File: src/rtl/writeback_arbiter.sv
// rtl/writeback_arbiter.sv - register-file write-port arbiter between execute results and load returns
//
// Purpose: resolves the execute-path destination register, arbitrates the single
// register-file write port between load returns (which cannot stall) and execute
// results, queues losing execute results in an in-order FIFO, bounds their
// starvation with a forced FIFO grant, and exports a pending-write mask.
//
// Ports:
//   clk, reset_n                      clock, synchronous active-low reset
//   ex_valid/ex_ready                 execute result handshake
//   ex_rd_select, ex_rt, ex_rd        destination select (0/3: rt, 1: rd, 2: $31)
//   ex_data                           execute result value
//   ld_valid, ld_dest, ld_data        load return (no backpressure)
//   rf_write_enable/reg/data          registered register-file write
//   pending_mask                      registers targeted by queued FIFO entries
//   fifo_count                        FIFO occupancy, 0..DEPTH

module writeback_arbiter #(
    parameter int DEPTH        = 2,
    parameter int STARVE_LIMIT = 4
) (
    input  logic                       clk,
    input  logic                       reset_n,
    input  logic                       ex_valid,
    input  logic [1:0]                 ex_rd_select,
    input  logic [4:0]                 ex_rt,
    input  logic [4:0]                 ex_rd,
    input  logic [31:0]                ex_data,
    output logic                       ex_ready,
    input  logic                       ld_valid,
    input  logic [4:0]                 ld_dest,
    input  logic [31:0]                ld_data,
    output logic                       rf_write_enable,
    output logic [4:0]                 rf_write_reg,
    output logic [31:0]                rf_write_data,
    output logic [31:0]                pending_mask,
    output logic [$clog2(DEPTH):0]     fifo_count
);

    localparam int PW = $clog2(DEPTH);
    localparam int CW = $clog2(DEPTH) + 1;
    localparam int SW = $clog2(STARVE_LIMIT + 1);
    localparam logic [CW-1:0] FULL_CNT  = CW'(DEPTH);
    localparam logic [SW-1:0] STARVE_MAX = SW'(STARVE_LIMIT);

    // FIFO storage
    logic [4:0]    fifo_dest_q [DEPTH];
    logic [31:0]   fifo_data_q [DEPTH];
    logic [PW-1:0] wr_ptr_q, wr_ptr_d;
    logic [PW-1:0] rd_ptr_q, rd_ptr_d;
    logic [CW-1:0] count_q, count_d;

    // One-entry load skid
    logic          skid_valid_q, skid_valid_d;
    logic [4:0]    skid_dest_q, skid_dest_d;
    logic [31:0]   skid_data_q, skid_data_d;

    logic [SW-1:0] starve_q, starve_d;

    logic          rf_we_q, rf_we_d;
    logic [4:0]    rf_reg_q, rf_reg_d;
    logic [31:0]   rf_data_q, rf_data_d;
    logic [31:0]   pending_q, pending_d;

    logic [4:0]    ex_dest;
    logic          ex_accept;
    logic          ld_live;
    logic          fifo_ne;
    logic          force_fifo;
    logic          gnt_skid, gnt_load, gnt_fifo, gnt_bypass;
    logic          push, pop;
    logic [PW-1:0] slot_off;
    logic [4:0]    slot_dest;

    always_comb begin
        case (ex_rd_select)
            2'd1:    ex_dest = ex_rd;
            2'd2:    ex_dest = 5'd31;
            default: ex_dest = ex_rt;
        endcase
    end

    assign ex_ready = (count_q != FULL_CNT);
    // Writes to $0 are handshaken normally but never reach the queue or the port.
    assign ex_accept  = ex_valid && ex_ready && (ex_dest != 5'd0);
    // A load arriving while the skid drains violates the bus contract and is dropped.
    assign ld_live    = ld_valid && (ld_dest != 5'd0) && !skid_valid_q;
    assign fifo_ne    = (count_q != '0);
    assign force_fifo = fifo_ne && (starve_q == STARVE_MAX);

    always_comb begin
        gnt_skid     = 1'b0;
        gnt_load     = 1'b0;
        gnt_fifo     = 1'b0;
        gnt_bypass   = 1'b0;
        skid_valid_d = 1'b0;
        skid_dest_d  = skid_dest_q;
        skid_data_d  = skid_data_q;
        // A starve-forced grant can never coincide with an occupied skid: the
        // force clears starve_cnt, so the skid drain sees it below the limit.
        if (skid_valid_q) begin
            gnt_skid = 1'b1;
        end else if (force_fifo) begin
            gnt_fifo = 1'b1;
            if (ld_live) begin
                skid_valid_d = 1'b1;
                skid_dest_d  = ld_dest;
                skid_data_d  = ld_data;
            end
        end else if (ld_live) begin
            gnt_load = 1'b1;
        end else if (fifo_ne) begin
            gnt_fifo = 1'b1;
        end else if (ex_accept) begin
            gnt_bypass = 1'b1;
        end
    end

    assign push = ex_accept && !gnt_bypass;
    assign pop  = gnt_fifo;

    always_comb begin
        wr_ptr_d = push ? wr_ptr_q + PW'(1) : wr_ptr_q;
        rd_ptr_d = pop  ? rd_ptr_q + PW'(1) : rd_ptr_q;
        count_d  = count_q + CW'(push) - CW'(pop);
    end

    always_comb begin
        if (pop || !fifo_ne) begin
            starve_d = '0;
        end else if ((gnt_load || gnt_skid) && (starve_q != STARVE_MAX)) begin
            starve_d = starve_q + SW'(1);
        end else begin
            starve_d = starve_q;
        end
    end

    always_comb begin
        rf_we_d   = gnt_skid || gnt_load || gnt_fifo || gnt_bypass;
        rf_reg_d  = rf_reg_q;
        rf_data_d = rf_data_q;
        if (gnt_skid) begin
            rf_reg_d  = skid_dest_q;
            rf_data_d = skid_data_q;
        end else if (gnt_fifo) begin
            rf_reg_d  = fifo_dest_q[rd_ptr_q];
            rf_data_d = fifo_data_q[rd_ptr_q];
        end else if (gnt_load) begin
            rf_reg_d  = ld_dest;
            rf_data_d = ld_data;
        end else if (gnt_bypass) begin
            rf_reg_d  = ex_dest;
            rf_data_d = ex_data;
        end
    end

    // Mask reflects the FIFO contents after this cycle's push/pop so that it
    // stays aligned with fifo_count.
    always_comb begin
        pending_d = '0;
        slot_off  = '0;
        slot_dest = '0;
        for (int i = 0; i < DEPTH; i++) begin
            slot_off  = PW'(i) - rd_ptr_d;
            slot_dest = (push && (wr_ptr_q == PW'(i))) ? ex_dest : fifo_dest_q[i];
            if (CW'(slot_off) < count_d) begin
                pending_d[slot_dest] = 1'b1;
            end
        end
    end

    always_ff @(posedge clk) begin
        if (push) begin
            fifo_dest_q[wr_ptr_q] <= ex_dest;
            fifo_data_q[wr_ptr_q] <= ex_data;
        end
    end

    always_ff @(posedge clk) begin
        if (!reset_n) begin
            wr_ptr_q     <= '0;
            rd_ptr_q     <= '0;
            count_q      <= '0;
            skid_valid_q <= 1'b0;
            skid_dest_q  <= '0;
            skid_data_q  <= '0;
            starve_q     <= '0;
            rf_we_q      <= 1'b0;
            rf_reg_q     <= '0;
            rf_data_q    <= '0;
            pending_q    <= '0;
        end else begin
            wr_ptr_q     <= wr_ptr_d;
            rd_ptr_q     <= rd_ptr_d;
            count_q      <= count_d;
            skid_valid_q <= skid_valid_d;
            skid_dest_q  <= skid_dest_d;
            skid_data_q  <= skid_data_d;
            starve_q     <= starve_d;
            rf_we_q      <= rf_we_d;
            rf_reg_q     <= rf_reg_d;
            rf_data_q    <= rf_data_d;
            pending_q    <= pending_d;
        end
    end

    assign rf_write_enable = rf_we_q;
    assign rf_write_reg    = rf_reg_q;
    assign rf_write_data   = rf_data_q;
    assign pending_mask    = pending_q;
    assign fifo_count      = count_q;

    // Loads must not return in the cycle the skid drains.
    a_no_load_on_skid_drain: assert property (@(posedge clk) disable iff (!reset_n)
        !(skid_valid_q && ld_valid));

endmodule
File: config.mk
export PLATFORM = sky130hd
export DESIGN_NAME = writeback_arbiter
export DESIGN_NICKNAME = d
export VERILOG_FILES = /design/src/rtl/writeback_arbiter.sv
export SDC_FILE = /design/constraint.sdc
export NUM_CORES = 1
export LEC_CHECK = 0
export ABC_AREA = 1
export CAP_MARGIN = 20
export CORE_MARGIN = 1.5
export CORE_UTILIZATION = 30
export CTS_CLUSTER_DIAMETER = 60
export DETAILED_ROUTE_END_ITERATION = 10
export SETUP_SLACK_MARGIN = 0.1
export SYNTH_ARGS = -nofsm -noshare
export SYNTH_HDL_FRONTEND = slang
export SYNTH_SLANG_ARGS = --single-unit
File: constraint.sdc
create_clock -name clk -period 7.8 [get_ports clk]
set_input_delay 1.56 -clock clk [delete_from_list [all_inputs] [get_ports clk]]
set_output_delay 1.56 -clock clk [all_outputs]
set_load 0.02 [all_outputs]
==> results.txt <==
----------------------------------------------------
[Clock tree]
  Post-CTS sizing ... 0
  CTS tree ... done
  Clock-pin slew reported for the worst setup and hold paths after clock tree synthesis ... 0.08 ns
  Clock buffers created by TritonCTS ... 17
  Count of buffers added by post-CTS timing repair for setup ... 0
  Number of hold buffers added after CTS ... 0
  Bufs on Longest Clock Path ... 2
  Insertion delay of the later-clocked pin in the worst-skew pair ... 0.45 ns
  H-tree level count ... 4
  Clock tree root buffer cell ... clkbuf_16
  Clk sinks ... 190

[Power]
  Worst vdd ir ... 0.147 mV
  Net switching power of the design ... 1.26 mW
  Power share of the combinational group ... 34.1%
  Leakage power ... 4.21 nW
  Net Sw Frac ... 38.0%
  Areal power density over the cells ... 299 nW/um^2
  Internal Pwr Total ... 2.05 mW
  Sequential power share ... 37.8%
  Part of the power in the clock network ... 28.1%

[Timing]
  Final Max Slew Viols ... 0
  Unrepaired setup endpoints after global routing ... no
  Setup skew after layout ... 0.0181 ns
  Final Hold Vio Count ... 0
  Setup violations, final ... 0
  Max-slew headroom ... 34.2%
  Min Clock Period, post-route ... 4.54 ns
  Pin slew with the least headroom to its limit ... 0.986 ns
  Top achievable clock speed ... 220 MHz
  Share of the clock period used by the worst path after layout ... 58.2%
  Summed negative setup slack over all endpoints ... 0 ns

[GRT]
  Antenna violations before repair ... 4
  Vias in the first global route ... 7297
  Global-route wire length before repair ... 39.2 mm
  Sum of overflow across all layers after global routing ... 0
  Overall track demand over capacity in global routing ... 17.0%
  Maximum number of pins on one net before global-route repair ... 77

[Synth]
  Synthesized netlist net count ... 1124
  Proportion of synthesized chip area in sequential cells ... 53.0%
  Post-Synthesis Cell Area ... 8570 sq um
  Number of synthesized flops with an enable pin ... 74
  Post-Syn Instances ... 1033
  Synth top area share ... 27.1%
  Area leader, netlist ... dfxtp_1
  Seq cells post-synth ... 190
  Top flip-flop cell by instance count after synthesis ... dfxtp_1
  Avg Inst Size Synth ... 8.30 sq um
  Yosys warns ... 0
  Leading post-synthesis cells by cell area ... dfxtp_1 (27%), edfxtp_1 (26%), nand2_1 (11%)
  Number of distinct library cells after synthesis ... 37
  Synth async-reset ratio ... 0%

[Drt]
  Drc violations ... 0
  Iteration count of the initial detailed-routing pass ... 5
  Antenna viol nets, final ... 0
  Total length of routed wires ... 24.5 mm
  1st-iter DRT viols ... 530
  Per-cell routed wire length ... 15.8 microns
  Vias per inst ... 4.82
  Vias after detailed routing ... 7469

[Floorplan]
  Horiz. Die Dim ... 172 microns
  Area enclosed by the die boundary ... 29600 sq um
  I/O pin total ... 158
  Core Footprint ... 27900 sq um
  Starting Density ... 30.7%
  Die Span Y ... 172 microns
  Num rows ... 61

[Critical path]
  Worst setup path class ... in -> reg
  Crit path launch type ... input pin
  Delay contributed by the slowest stage of the critical path ... 0.48 ns
  Crit path max fanout ... 11
  Stages on the worst setup path ... 20
  Terminus of the critical flop-to-flop path ... pending_mask[3]
  R2R cell count ... 13
  Worst R2R Setup Slack ... 3.86 ns
  Data required time of the critical path ... 8.16 ns
  Worst Setup End Kind ... flop
  Critical path data arrival time ... 4.90 ns
  Cells along the critical path ... clkdlybuf4s50_1 > inv_1 > ha_1 > nor2_2 > nand2_1 > nand2_2 > nand3_1 > nor2_2 > nor2_4 > nand2_1 > ha_1 > inv_1 > ha_1 > xnor2_1 > xor2_1 > nand2_1 > nand3_2 > nor2_2 > nand2_1 > a21oi_1
  Kind of cell adding the most delay to the critical path ... simple AND/OR/NAND/NOR gates
  Critical path origin ... ex_rd_select[0]
  Critical register-to-register path startpoint ... skid_valid_q
  Cell repeated most along the worst path ... nand2_1
  Cell with the largest stage delay on the worst path ... clkdlybuf4s50_1
  Crit path to ... pending_mask[3]
  Bufs and invs on worst path ... 3

[Layout]
  Area growth syn-to-layout ... 29.2%
  Fin util ... 39.6%
  Number of nets in the layout ... 1248
  Area of the multi-input gates ... 3470 sq um
  Top reg by flops ... fifo_data_q
  Fraction of final layout cells sized beyond drive strength 1 ... 10.0%
  Commonest non-fill, non-tap cell in the layout ... nand2_1
  Fill count ... 2861
  Sequential cell area in the final layout ... 4550 sq um
  Max FFs per register ... 64
  Most frequent cells in the layout ... nand2_1 (254), clkdlybuf4s50_1 (156), dfxtp_1 (114)

[Placement]
  Count of port buffers added during placement ... 157
  Detailed Place HPWL ... 15.5 mm
  RD Place Congestion ... 0.795

[Run status]
  Result of the run ... finished clean

[Worst hold path]
  Class of the worst hold path ... reg -> reg

[Run]
  Number of maximum-capacitance violations ... 0

----------------------------------------------------
power by group through the flow:
stage          registers (mW)  clock network [mW]  logic, mW
6_report                 1.25               0.930       1.13
5_1_grt                  1.26               0.991       1.25
4_1_cts                  1.25               0.950       1.13
3_5_place_dp             1.27                   0       1.13
3_3_place_gp             1.27                   0       1.12
2_1_floorplan            1.35                   0      0.634
synthesized netlist by cell type, types with 2 or more instances:
cell type	count
buf_2	9
nand2_1	254
nand3_1	72
nor2_2	21
dfxtp_1	116
nand2_2	15
o21ai_1	2
clkbuf_1	40
o211ai_1	11
nand2_4	3
nand4_1	10
dlygate4sd3_1	2
inv_2	9
edfxtp_1	74
a21oi_1	98
nand4_4	2
nor2_4	9
buf_6	3
a31oi_1	19
buf_1	5
nand3_2	4
nor2_1	75
o21ai_0	97
inv_1	62
ha_1	6
o21ai_2	4
worst min-delay path by stage:
stage	slack, ns	cells past startpoint	end	start
3_3_place_gp	0.43	2	skid_data_q[3]	skid_data_q[3]
4_1_cts	0.45	2	skid_data_q[20]	skid_data_q[20]
3_5_place_dp	0.44	2	skid_data_q[20]	skid_data_q[20]
6_report	0.45	2	skid_data_q[20]	skid_data_q[20]
5_1_grt	0.48	2	skid_data_q[18]	skid_data_q[18]
2_1_floorplan	0.42	2	skid_data_q[29]	skid_data_q[29]
cells by family after synthesis:
family                     synth area share [%]
and+or+nand+nor                            24.8
AOI/OAI and AO/OA                          14.5
buffers and inverters                      6.54
adders and majority gates                 0.876
DFF                                        53.0
xor gates and xnor gates                  0.204
worst reg2reg max path, delay by kind of cell, from the launching register on:
family	cells	cell delay, ns
buffers and inverters	3	0.98
flip-flops	1	0.93
AND/OR/NAND/NOR	5	0.93
adder cells (fa/ha/maj)	2	0.60
XOR/XNOR	2	0.29
AO/OA/AOI/OAI	1	0.14
metrics by stage:
stage	instances	instance area (sq um)	setup WS, ns	power (mW)	hold slack (ns)
finish	1550	11100	3.26	3.31	0.451
global route	1548	11100	2.95	3.51	0.479
CTS	1547	11000	3.24	3.33	0.452
detailed placement	1515	10400	2.80	2.40	0.440
global placement	1514	10400	2.91	2.39	0.434
floorplan	1033	8570	3.66	1.99	0.424
final cells by class:
cell class / count / share of cell area, %
flip-flops and latches: 190 / 41.1
multi-input cells: 710 / 31.4
repair buffers: 166 / 15.0
well taps: 378 / 4.27
clock buffers: 17 / 3.84
inverters: 72 / 2.45
clock inverters: 15 / 1.94
diodes: 2 / 0.0452
layer usage:
metal	vias up	track usage (%)	routed length, microns
met5	-	0	30
met4	4	3.63	170
met3	15	4.10	1590
met2	218	28.6	11400
met1	3523	22.2	11400
li1	3709	-	-
No activity file was read; power rests on OpenSTA's default activity.
